--- config.mk ---
export PLATFORM = sky130hd
export DESIGN_NAME = mmio_uart_tx
export DESIGN_NICKNAME = d
export VERILOG_FILES = /design/src/rtl/mmio_uart_tx.sv
export SDC_FILE = /design/constraint.sdc
export NUM_CORES = 1
export LEC_CHECK = 0
export ABC_AREA = 0
export CAP_MARGIN = 30
export CORE_ASPECT_RATIO = 0.7
export CORE_UTILIZATION = 38
export CTS_CLUSTER_SIZE = 16
export DETAILED_ROUTE_END_ITERATION = 8
export GPL_TIMING_DRIVEN = 0
export PLACE_DENSITY_LB_ADDON = 0.25
export SLEW_MARGIN = 0
export SYNTH_ARGS = -nofsm -noshare
export SYNTH_HDL_FRONTEND = slang
export SYNTH_SLANG_ARGS = --single-unit
--- constraint.sdc ---
create_clock -name clk -period 5.4 [get_ports clk]
set_input_delay 1.62 -clock clk [delete_from_list [all_inputs] [get_ports clk]]
set_output_delay 1.62 -clock clk [all_outputs]
set_load 0.01 [all_outputs]
--- src/rtl/mmio_uart_tx.sv ---
// mmio_uart_tx - memory-mapped 8N1 UART transmitter with a small transmit FIFO.
//
// Register map (addr[3:2] selects, addr[1:0] ignored):
//   0x0 DATA     write: queue wdata[7:0] (wenable[0]); read: 0
//   0x4 STATUS   read: [0] busy, [1] full, [2] empty, [3] overflow, [7:4] count
//                write: wenable[0] && wdata[3] clears overflow
//   0x8 DIVISOR  clocks per bit; wenable[0] -> div[7:0], wenable[1] -> div[15:8]
//   0xC reserved (reads 0, writes ignored)
//
// Ports:
//   clk      sole clock, posedge
//   rst_n    asynchronous active-low reset
//   sel      address decoder hit for this peripheral
//   addr     byte offset
//   wdata    CPU store data
//   wenable  per-byte write strobes
//   rdata    combinational read data (0 when sel=0)
//   tx       serial line, LSB first, idle high, registered
module mmio_uart_tx #(
  parameter int          FIFO_DEPTH  = 8,
  parameter logic [15:0] DEFAULT_DIV = 16'd434
) (
  input  logic        clk,
  input  logic        rst_n,
  input  logic        sel,
  input  logic [3:0]  addr,
  input  logic [31:0] wdata,
  input  logic [3:0]  wenable,
  output logic [31:0] rdata,
  output logic        tx
);

  localparam int PTR_W = $clog2(FIFO_DEPTH);
  localparam int CNT_W = PTR_W + 1;

  typedef enum logic [1:0] {IDLE, START, DATA, STOP} state_t;

  state_t             state, state_d;
  logic [7:0]         mem [FIFO_DEPTH];
  logic [PTR_W-1:0]   wr_ptr, rd_ptr;
  logic [CNT_W-1:0]   count;
  logic               overflow;
  logic [15:0]        div;
  logic [7:0]         shift, shift_d;
  logic [2:0]         bit_cnt, bit_cnt_d;
  logic [15:0]        baud, baud_d;
  logic [15:0]        period, period_d;
  logic               tx_d;

  logic               wr_en, data_wr, stat_clr, div_wr_lo, div_wr_hi;
  logic               full, empty, push, pop, ovf_set;
  logic [1:0]         reg_idx;
  logic [15:0]        eff_div;
  logic [3:0]         count4;
  logic               unused_bits;

  assign unused_bits = ^{addr[1:0], wdata[31:16]};

  // Register decode
  assign reg_idx   = addr[3:2];
  assign wr_en     = sel && (wenable != 4'b0000);
  assign data_wr   = wr_en && (reg_idx == 2'd0) && wenable[0];
  assign stat_clr  = wr_en && (reg_idx == 2'd1) && wenable[0] && wdata[3];
  assign div_wr_lo = wr_en && (reg_idx == 2'd2) && wenable[0];
  assign div_wr_hi = wr_en && (reg_idx == 2'd2) && wenable[1];

  // Full is judged on the current count, so a push never relies on a same-cycle pop.
  assign full    = (count == CNT_W'(FIFO_DEPTH));
  assign empty   = (count == '0);
  assign push    = data_wr && !full;
  assign ovf_set = data_wr && full;
  assign count4  = 4'(count);

  // A divisor of 0 behaves as 1 clock per bit.
  assign eff_div = (div == 16'd0) ? 16'd1 : div;

  // FIFO storage carries no reset; validity comes from the pointers and count.
  always_ff @(posedge clk) begin
    if (push) mem[wr_ptr] <= wdata[7:0];
  end

  always_ff @(posedge clk or negedge rst_n) begin
    if (!rst_n) begin
      wr_ptr <= '0;
      rd_ptr <= '0;
      count  <= '0;
    end else begin
      if (push) wr_ptr <= wr_ptr + 1'b1;
      if (pop)  rd_ptr <= rd_ptr + 1'b1;
      case ({push, pop})
        2'b10:   count <= count + 1'b1;
        2'b01:   count <= count - 1'b1;
        default: count <= count;
      endcase
    end
  end

  // An overflow in the same cycle as a clear takes priority.
  always_ff @(posedge clk or negedge rst_n) begin
    if (!rst_n) begin
      overflow <= 1'b0;
    end else if (ovf_set) begin
      overflow <= 1'b1;
    end else if (stat_clr) begin
      overflow <= 1'b0;
    end
  end

  always_ff @(posedge clk or negedge rst_n) begin
    if (!rst_n) begin
      div <= DEFAULT_DIV;
    end else begin
      if (div_wr_lo) div[7:0]  <= wdata[7:0];
      if (div_wr_hi) div[15:8] <= wdata[15:8];
    end
  end

  // Transmit FSM state register
  always_ff @(posedge clk or negedge rst_n) begin
    if (!rst_n) begin
      state   <= IDLE;
      shift   <= '0;
      bit_cnt <= '0;
      baud    <= '0;
      period  <= '0;
      tx      <= 1'b1;
    end else begin
      state   <= state_d;
      shift   <= shift_d;
      bit_cnt <= bit_cnt_d;
      baud    <= baud_d;
      period  <= period_d;
      tx      <= tx_d;
    end
  end

  // tx_d is the line level for the state being entered, so tx itself is a flop.
  // baud counts down from period-1; reaching 0 ends the current bit.
  always_comb begin
    state_d   = state;
    shift_d   = shift;
    bit_cnt_d = bit_cnt;
    baud_d    = baud;
    period_d  = period;
    tx_d      = tx;
    pop       = 1'b0;
    case (state)
      IDLE: begin
        tx_d = 1'b1;
        if (!empty) begin
          pop       = 1'b1;
          shift_d   = mem[rd_ptr];
          bit_cnt_d = 3'd0;
          period_d  = eff_div;
          baud_d    = eff_div - 16'd1;
          tx_d      = 1'b0;
          state_d   = START;
        end
      end
      START: begin
        if (baud == 16'd0) begin
          baud_d  = period - 16'd1;
          tx_d    = shift[0];
          state_d = DATA;
        end else begin
          baud_d = baud - 16'd1;
        end
      end
      DATA: begin
        if (baud == 16'd0) begin
          baud_d = period - 16'd1;
          if (bit_cnt == 3'd7) begin
            tx_d    = 1'b1;
            state_d = STOP;
          end else begin
            shift_d   = shift >> 1;
            tx_d      = shift[1];
            bit_cnt_d = bit_cnt + 3'd1;
          end
        end else begin
          baud_d = baud - 16'd1;
        end
      end
      STOP: begin
        if (baud == 16'd0) begin
          tx_d    = 1'b1;
          state_d = IDLE;
        end else begin
          baud_d = baud - 16'd1;
        end
      end
      default: begin
        tx_d    = 1'b1;
        state_d = IDLE;
      end
    endcase
  end

  always_comb begin
    rdata = 32'd0;
    if (sel) begin
      case (reg_idx)
        2'd1:    rdata = {24'd0, count4, overflow, empty, full, (state != IDLE)};
        2'd2:    rdata = {16'd0, div};
        default: rdata = 32'd0;
      endcase
    end
  end

endmodule

==> results.sh, run 1 <==
export IMPL_status="finished with violations"
export IMPL_violations="DRC"
export IMPL_drv_slew=0
export IMPL_ant_nets=0
export IMPL_drt_wirelength_per_cell_um=18.4
export IMPL_worstPathCellList="clkdlybuf4s50_1, clkbuf_1, nand2_1, nor2_1, clkdlybuf4s50_1"
export IMPL_die_h_um=117
export IMPL_gr_total_overflow=0
export IMPL_critPathBufInv=3
export IMPL_coreArea_um2=18300
export IMPL_fill_cells=1673
export IMPL_seq_area_frac_synth_pct=52.4
export IMPL_drv_cap=0
export IMPL_yosys_top_cells_count="nand2_1, dfrtp_1, edfxtp_1"
export IMPL_ys_warn_count=0
export IMPL_initial_core_util_pct=39.3
export IMPL_holdPathEnd="bit_cnt[0]$_DFFE_PN0P_"
export IMPL_r2r_end="count[3]$_DFFE_PN0P_"
export IMPL_dp_hpwl_um=13000
export IMPL_antenna_found_initial=0
export IMPL_clkTransAtPathRegs_ns=0.06
export IMPL_hold_buffers=0
export IMPL_cts_root_buf="clkbuf_16"
export IMPL_utilization_pct=46.9
export IMPL_drt_iter0_drc=528
export IMPL_grt_pass1_wl_um=28100
export IMPL_cts_setup_buffers=0
export IMPL_nets=778
export IMPL_path_max_fanout=10
export IMPL_fin_crit_sh_pct=97.0
export IMPL_synth_area_um2=7170
export IMPL_rr_startpoint="count[1]$_DFFE_PN0P_"
export IMPL_netlist_top_cells_area="edfxtp_1, dfrtp_1, mux4_2"
export IMPL_track_usage_pct=19.3
export IMPL_cts_sinks=137
export IMPL_start_kind="input port"
export IMPL_boundaryPins=76
export IMPL_yosysMostFrequentCell="nand2_1"
export IMPL_design_area_um2=8560
export IMPL_rsz0062_at_grt="false"
export IMPL_synth_area_leader_cell="edfxtp_1"
export IMPL_cts_tree="built"
export IMPL_syn_avg_cell_area_um2=11.3
export IMPL_ys_async_sr_fraction_pct=53.3
export IMPL_power_density_nw_per_um2=534
export IMPL_min_path_cells=1
export IMPL_synth_cell_types=69
export IMPL_hold_class="register to register"
export IMPL_clk_latency_ns=0.42
export IMPL_fin_skew_ns=0.00919
export IMPL_synth_main_ff_cell="dfrtp_1"
export IMPL_drt_total_wl_um=17700
export IMPL_reg2reg_depth=12
export IMPL_syn_to_final_growth_pct=19.4
export IMPL_drive_gt1_share_pct=16.5
export IMPL_vias_per_cell=5.51
export IMPL_cts_buffers=17
export IMPL_grt_start_max_net_pins=65
export IMPL_drc=4
export IMPL_crit_type="input port to output port"
export IMPL_setup_violations=0
export IMPL_dieArea_um2=19400
export IMPL_cts_htree_levels=4
export IMPL_via_count=5317
export IMPL_antennaDiodeCount=0
export IMPL_hp_start="bit_cnt[0]$_DFFE_PN0P_"
export IMPL_crit_top_cell="clkdlybuf4s50_1"
export IMPL_syn_inst=635
export IMPL_io_buffer_count=39
export IMPL_cp_required_ns=3.78
export IMPL_leakagePower_nw=3.36
export IMPL_cp_slowest_cell="clkdlybuf4s50_1"
export IMPL_ir_drop_v=0.000281
export IMPL_rows=41
export IMPL_crit_arrival_ns=3.62
export IMPL_fmax_ghz=0.191
export IMPL_grt_pass1_vias=5061
export IMPL_worstMarginPinSlew_ns=0.995
export IMPL_layout_min_cycle_time_ns=5.24
export IMPL_hold_violations=0
export IMPL_ys_ff_latch=137
export IMPL_cts_buffer_depth=2
export IMPL_drt_pass1_iter_count=9
export IMPL_crit_family="buffers and inverters"
export IMPL_fp_dieW_um=166
export IMPL_synth_top_cell_area_share_pct=26.8
export IMPL_reg2reg_slack_ns=1.79
export IMPL_place_congestion=0.911
export IMPL_max_stage_delay_ns=0.58
export IMPL_place_area_um2=7990
export IMPL_synth_edff_count=64
export IMPL_timing_slew_headroom_pct=33.0
export IMPL_critPathCaptureType="output port"
-- sequential cells by signal, indices dropped and copies added (netlist names), 4 cells and up --
signal and cells:
mem 64, baud 16, div 16, period 16, shift 8, count 4
-- report_power, final --
group          leakage, nW  switching (mW)  internal, mW
Combinational         1.62            1.06         0.788
Clock                0.270           0.465         0.640
Sequential            1.47           0.277          1.35
Total                 3.36            1.80          2.77
-- worst reg2reg max path, cell delays in order, from the launching register on --
cell and delay [ns]:
dfrtp_1 0.45, nor4_1 0.88, nand2b_1 0.23, inv_1 0.07
clkbuf_1 0.23, buf_1 0.34, ha_1 0.33, ha_1 0.28
a21o_1 0.18, a21oi_1 0.16, xnor2_1 0.13, nor2_1 0.06
xor2_1 0.14
-- layout by cell type (no fill, tap or decap), drive strengths merged, types with 16 or more instances in the layout --
cell type	netlist	routed
nor2	32	32
buf	23	32
o21ai	27	27
dfrtp	67	67
clkbuf	23	40
mux2	26	26
xnor2	20	20
mux4	16	16
ha	18	18
edfxtp	64	64
inv	23	29
clkdlybuf4s50	0	38
conb	1	16
nand2	95	95
-- layer usage --
metal | global-route usage [%] | vias to the layer above | routed length, um
met5 | 0 | - | 0
met4 | 5.73 | 0 | 185
met3 | 4.57 | 20 | 1450
met2 | 28.0 | 211 | 7410
met1 | 28.5 | 2605 | 8690
li1 | - | 2481 | -
-- layout make-up --
cell class | instances | area (um^2) | share of cell area (%)
Inverter | 23 | 86.3 | 1.01
Clock inverter | 15 | 139 | 1.62
Multi-Input combinational cell | 444 | 3160 | 36.9
Buffer | 45 | 234 | 2.73
Clock buffer | 17 | 425 | 4.97
Timing Repair Buffer | 48 | 465 | 5.44
Tap cell | 236 | 295 | 3.45
Sequential cell | 137 | 3760 | 43.9
-- stage by stage --
stage	std cells	setup TNS (ns)	hold WS (ns)	total power [mW]	setup slack (ns)
after global routing	965	0	0.509	4.87	0.0388
after detailed placement	933	-0.00243	0.476	3.45	-0.00243
after global placement	925	0	0.466	3.39	0.0423
after floorplan	650	0	0.449	2.90	1.20
after CTS	965	0	0.489	4.57	0.0867
final	965	0	0.491	4.57	0.161
-- logic make-up (layout without fill, tap and decap cells) --
logic type,after synthesis,after routing,share of synthesized area (%)
AND/OR/NAND/NOR,224,224,15.7
flip-flops,137,137,52.4
multiplexers,52,52,10.5
adder cells (fa/ha/maj),19,19,3.42
XOR/XNOR,33,33,4.03
buffers and inverters,69,148,4.50
AO/OA/AOI/OAI,100,100,9.44
other,1,16,0.0523
-- worst max-delay path by stage --
stage                        from        to  slack [ns]  depth (start not counted)
after floorplan           addr[2]  rdata[7]        1.20                          6
after global placement    addr[2]  rdata[7]        0.04                          8
after detailed placement  addr[2]  rdata[7]      -0.002                          8
after CTS                 addr[2]  rdata[7]        0.09                          8
after global routing      addr[2]  rdata[7]        0.04                          7
final                         sel  rdata[0]        0.16                          5
-- what timing repair did --
action | in CTS | in global routing
cloned | 0 | 0
resized for setup | 1 | 0
endpoints found under the setup margin | 1 | 2
No activity file was read; power rests on OpenSTA's default activity.
==> run 2: changes to the inputs <==
- CORE_MARGIN: unset -> 2
==> run 2 against run 1 <==
  * The run now ends clean
  * Clock power increased by 6%
  * Cell area barely moved
  * Largest power group unchanged
  * Highest routed layer unchanged
  * Critical path depth increased by 2
  * Count of clock-buffer cells in the layout increased by 1
  * Non-clock buffer count is 1 lower
  * Setup slack improved by 0.021 ns
  * First-iteration DRC count shrank 13%
  * Critical endpoint is now rdata[7]
==> results.sh, run 2 (synthesis results as in run 1) <==
export IMPL_die_h_um=119
export IMPL_antennaDiodeCount=0
export IMPL_ant_nets=0
export IMPL_grt_pass1_vias=5085
export IMPL_drt_total_wl_um=18000
export IMPL_ir_drop_v=0.000236
export IMPL_setup_violations=0
export IMPL_dieArea_um2=20000
export IMPL_worstMarginPinSlew_ns=1.02
export IMPL_fmax_ghz=0.192
export IMPL_drt_pass1_iter_count=5
export IMPL_top_layer="met4"
export IMPL_timing_slew_headroom_pct=31.3
export IMPL_finalSetupTns_ns=0
export IMPL_fin_crit_sh_pct=96.6
export IMPL_rr_startpoint="count[1]$_DFFE_PN0P_"
export IMPL_place_ws_ns=-0.0268
export IMPL_crit_type="input port to output port"
export IMPL_vias_per_cell=5.53
export IMPL_whs_ns=0.488
export IMPL_drt_iter0_drc=460
export IMPL_crit_top_cell="clkdlybuf4s50_1"
export IMPL_cp_slowest_cell="clkdlybuf4s50_1"
export IMPL_critPathCaptureType="output port"
export IMPL_hp_start="overflow$_DFFE_PN0P_"
export IMPL_crit_family="buffers and inverters"
export IMPL_fp_dieW_um=168
export IMPL_path_max_fanout=10
export IMPL_clk_latency_ns=0.43
export IMPL_drv_cap=0
export IMPL_cts_root_buf="clkbuf_16"
export IMPL_grt_start_max_net_pins=38
export IMPL_total_power_mw=4.65
export IMPL_dp_hpwl_um=13200
export IMPL_wl_met2_um=7650
export IMPL_drive_gt1_share_pct=16.2
export IMPL_place_area_um2=7980
export IMPL_status="complete, no violations"
export IMPL_leakagePower_nw=3.37
export IMPL_initial_core_util_pct=39.3
export IMPL_start_kind="input port"
export IMPL_cts_buffer_depth=2
export IMPL_instances_no_fill=964
export IMPL_holdPathEnd="overflow$_DFFE_PN0P_"
export IMPL_drt_wirelength_per_cell_um=18.7
export IMPL_drv_slew=0
export IMPL_place_congestion=0.914
export IMPL_dp_cells=933
export IMPL_critPathBufInv=4
export IMPL_hold_violations=0
export IMPL_layout_setup_ws_ns=0.182
export IMPL_fill_cells=1669
export IMPL_via_count=5330
export IMPL_reg2reg_slack_ns=1.78
export IMPL_syn_to_final_growth_pct=19.5
export IMPL_cts_tree="built"
export IMPL_largest_reg_flops=64
export IMPL_coreArea_um2=18300
export IMPL_nets=777
export IMPL_m1WireLength_um=8940
export IMPL_cp_required_ns=3.78
export IMPL_design_area_um2=8570
export IMPL_gr_total_overflow=0
export IMPL_worstPathCellList="clkdlybuf4s50_1, inv_1, ha_1, clkbuf_2, a22oi_1, nor2_1, clkdlybuf4s50_1"
export IMPL_cts_buffers=17
export IMPL_hold_buffers=0
export IMPL_cts_sinks=137
export IMPL_clkTransAtPathRegs_ns=0.06
export IMPL_utilization_pct=46.9
export IMPL_cts_setup_buffers=0
export IMPL_mostFrequentLayoutCells="nand2_1, dfrtp_1, edfxtp_1, clkdlybuf4s50_1, nor2_1"
export IMPL_wl_met3_um=1260
export IMPL_antenna_found_initial=0
export IMPL_cts_htree_levels=4
export IMPL_crit_arrival_ns=3.60
export IMPL_reg2reg_depth=12
export IMPL_io_buffer_count=39
export IMPL_drc=0
export IMPL_min_path_cells=2
export IMPL_regMostFlops="mem"
export IMPL_hold_class="register to register"
export IMPL_rsz0062_at_grt="false"
export IMPL_rows=41
export IMPL_track_usage_pct=18.7
export IMPL_final_common_cell="nand2_1"
export IMPL_grt_pass1_wl_um=28600
export IMPL_fin_skew_ns=0.00978
export IMPL_boundaryPins=76
export IMPL_max_stage_delay_ns=0.55
export IMPL_power_density_nw_per_um2=542
export IMPL_layout_min_cycle_time_ns=5.22
export IMPL_r2r_end="count[3]$_DFFE_PN0P_"
-- run 2: cell count changes in the layout (fill, tap and decap cells not counted) --
cell        previous run  this run
buf_12                 0         1
clkinv_2               2         1
clkbuf_1              21        22
clkinvlp_4             3         1
clkinv_4               2         3
inv_6                  5         4
bufinv_16              1         2
buf_4                 21        19
buf_16                 1         0
inv_8                  1         2
buf_2                  6         8
clkbuf_2               2         1
-- run 2: worst max-delay path by stage --
stage	depth (start not counted)	slack (ns)	from	to
2_1_floorplan	6	1.20	addr[2]	rdata[7]
3_3_place_gp	8	0.06	addr[2]	rdata[7]
3_5_place_dp	8	-0.03	addr[2]	rdata[7]
4_1_cts	8	0.06	addr[2]	rdata[7]
5_1_grt	7	0.03	addr[2]	rdata[1]
6_report	7	0.18	addr[2]	rdata[7]
-- run 2: routing by layer --
| layer | vias to the layer above | track usage [%] |
|---|---|---|
| met5 | - | 0 |
| met4 | 0 | 4.26 |
| met3 | 15 | 5.02 |
| met2 | 206 | 25.8 |
| met1 | 2638 | 29.1 |
| li1 | 2471 | - |
-- run 2: timing repair --
item,CTS,global route
cloned,0,0
setup endpoints to repair,2,10
gates resized for setup,1,0
-- run 2: worst min-delay path: cells and delay by family (launching register included) --
kind	cells	cell delay (ns)
AOI/OAI and AO/OA	1	0.06
DFF	1	0.35
and+or+nand+nor	1	0.05
-- run 2: report_power, final --
part	leakage, nW	switching, mW	total (mW)	internal, mW
clock network	0.287	0.484	1.18	0.691
logic	1.62	1.06	1.85	0.789
registers	1.47	0.278	1.62	1.35
total	3.37	1.82	4.65	2.83
-- run 2: final cells by class --
type                       count  area [um^2]  share of cell area (%)
clock buffer                  18          429                    5.01
multi-input combinational    444         3160                    36.9
inverter                      23         86.3                    1.01
tap                          236          295                    3.45
sequential                   137         3760                    43.8
clock inverter                14          160                    1.87
timing repair buffer          47          448                    5.23
buffer                        45          234                    2.73
==> run 3: changes to the inputs <==
--- a/config.mk
+++ b/config.mk
@@ -10,5 +10,5 @@
 export CORE_ASPECT_RATIO = 0.7
 export CORE_MARGIN = 2
-export CORE_UTILIZATION = 38
+export CORE_UTILIZATION = 35
 export CTS_CLUSTER_SIZE = 16
 export DETAILED_ROUTE_END_ITERATION = 8
==> constraint.sdc (replaced) <==
create_clock -name clk -period 5.4 [get_ports clk]
set_input_delay 1.62 -clock clk [delete_from_list [all_inputs] [get_ports clk]]
set_output_delay 1.62 -clock clk [all_outputs]
set_load 0.1 [all_outputs]
==> run 3 against run 2 <==
  * Cell area is 0.89% higher
  * Clock skew is 0.016 ns higher
  * Worst hold slack worse by 0.0028 ns
  * Clock power hardly changed
  * Total power is 3.0% higher
  * Sequential share of layout area is 0.39 points lower
  * Count of clock-buffer cells in the layout is 1 lower
  * Critical path depth stayed put
==> results.sh, run 3 (synthesis results as in run 1) <==
export IMPL_status="complete, no violations"
export IMPL_largest_reg_flops=64
export IMPL_dieArea_um2=21700
export IMPL_wl_met3_um=1190
export IMPL_drt_pass1_iter_count=5
export IMPL_ant_nets=0
export IMPL_path_max_fanout=10
export IMPL_power_switching_share_pct=41.5
export IMPL_clkPwrFrac_pct=25.3
export IMPL_seqCellArea_um2=3760
export IMPL_track_usage_pct=18.1
export IMPL_die_h_um=124
export IMPL_critPathBufInv=5
export IMPL_nets=779
export IMPL_place_congestion=0.880
export IMPL_syn_to_final_growth_pct=20.6
export IMPL_dp_hpwl_um=13700
export IMPL_design_area_um2=8640
export IMPL_seqPwrFrac_pct=33.8
export IMPL_fill_cells=1860
export IMPL_cts_htree_levels=4
export IMPL_dp_cells=967
export IMPL_cts_root_buf="clkbuf_16"
export IMPL_fin_skew_ns=0.0254
export IMPL_drc=0
export IMPL_vias_per_cell=5.28
export IMPL_crit_arrival_ns=3.64
export IMPL_m1WireLength_um=9410
export IMPL_gr_total_overflow=0
export IMPL_antenna_found_initial=0
export IMPL_wl_met2_um=7780
export IMPL_regMostFlops="mem"
export IMPL_io_buffer_count=39
export IMPL_grt_pass1_wl_um=29700
export IMPL_drive_gt1_share_pct=18.8
export IMPL_comb_power_share_pct=40.9
export IMPL_antennaDiodeCount=0
export IMPL_power_density_nw_per_um2=554
export IMPL_crit_type="input port to output port"
export IMPL_drt_iter0_drc=474
export IMPL_leakagePower_nw=3.42
export IMPL_mostFrequentLayoutCells="nand2_1, dfrtp_1, edfxtp_1, nor2_1, o21ai_0"
export IMPL_intPower_mw=2.80
export IMPL_timing_slew_headroom_pct=35.6
export IMPL_boundaryPins=76
export IMPL_rows=43
export IMPL_hold_violations=0
export IMPL_start_kind="input port"
export IMPL_coreArea_um2=20000
export IMPL_cp_required_ns=3.78
export IMPL_grt_pass1_vias=5194
export IMPL_setup_violations=0
export IMPL_worstPathCellList="clkdlybuf4s50_1, inv_1, ha_1, clkbuf_1, clkbuf_1, and3_1, buf_2"
export IMPL_crit_top_cell="clkbuf_1"
export IMPL_cts_buffer_depth=2
export IMPL_cts_sinks=137
export IMPL_total_power_mw=4.79
export IMPL_drv_slew=0
export IMPL_cts_buffers=17
export IMPL_rsz0062_at_grt="false"
export IMPL_cp_slowest_cell="buf_2"
export IMPL_fin_crit_sh_pct=97.4
export IMPL_utilization_pct=43.3
export IMPL_initial_core_util_pct=35.9
export IMPL_final_common_cell="nand2_1"
export IMPL_top_layer="met4"
export IMPL_cts_setup_buffers=0
export IMPL_hold_class="register to register"
export IMPL_layout_min_cycle_time_ns=5.26
export IMPL_grt_start_max_net_pins=65
export IMPL_crit_family="buffers and inverters"
export IMPL_critPathCaptureType="output port"
export IMPL_cts_tree="built"
export IMPL_clk_latency_ns=0.43
export IMPL_instances_no_fill=1000
export IMPL_fp_dieW_um=175
export IMPL_multiInputGateArea_um2=3160
export IMPL_fmax_ghz=0.190
export IMPL_max_stage_delay_ns=0.43
export IMPL_via_count=5276
export IMPL_worstMarginPinSlew_ns=0.963
export IMPL_drt_wirelength_per_cell_um=18.5
export IMPL_place_area_um2=8040
export IMPL_drv_cap=0
export IMPL_ir_drop_v=0.000247
export IMPL_drt_total_wl_um=18500
export IMPL_power_switching_mw=1.99
export IMPL_clkTransAtPathRegs_ns=0.06
run 3: final timing paths:
check / cells after the start / to / slack, ns / start
worst min-delay path: 1 / bit_cnt[0]$_DFFE_PN0P_ / 0.49 / bit_cnt[0]$_DFFE_PN0P_
worst min register to register: 1 / bit_cnt[0]$_DFFE_PN0P_ / 0.49 / bit_cnt[0]$_DFFE_PN0P_
worst max-delay path: 7 / rdata[10] / 0.14 / addr[2]
max in group asynchronous: 2 / div[5]$_DFFE_PN1P_ / 3.77 / rst_n
worst max register to register: 11 / baud[14]$_DFFE_PN0P_ / 2.17 / div[8]$_DFFE_PN1P_
min in group asynchronous: 1 / baud[14]$_DFFE_PN0P_ / 1.03 / rst_n
run 3: layer usage:
metal	up-vias	GRT usage [%]
li1	2483	-
met1	2604	27.4
met2	174	26.8
met3	15	3.69
met4	0	4.11
met5	-	0
run 3: cell type report:
class / count / area share, %
inverter: 23 / 0.999
buffer: 46 / 2.74
tap: 270 / 3.91
timing repair buffer: 48 / 4.95
multi-input combinational: 444 / 36.6
clock inverter: 15 / 2.43
clock buffer: 17 / 4.92
sequential: 137 / 43.5
run 3: timing repair:
| action | in CTS | in global routing |
|---|---|---|
| hold buffers | 0 | 0 |
| resized for setup | 53 | 17 |
| setup endpoints to repair | 16 | 10 |
| endpoints found under the hold margin | 0 | 0 |
run 3: metrics by stage:
step,setup TNS [ns],hold WS [ns],setup WS [ns]
after floorplan,0,0.449,0.105
after global placement,-7.21,0.467,-0.598
after detailed placement,-7.77,0.479,-0.635
after CTS,0,0.488,0.0117
after global routing,0,0.532,0.0139
final,0,0.486,0.139
run 3: power groups by stage:
stage,clock network [mW],logic [mW],registers (mW)
floorplan,0,1.43,1.58
global placement,0,1.90,1.62
detailed placement,0,1.95,1.63
CTS,1.23,1.96,1.61
global route,1.28,2.16,1.66
finish,1.21,1.96,1.62
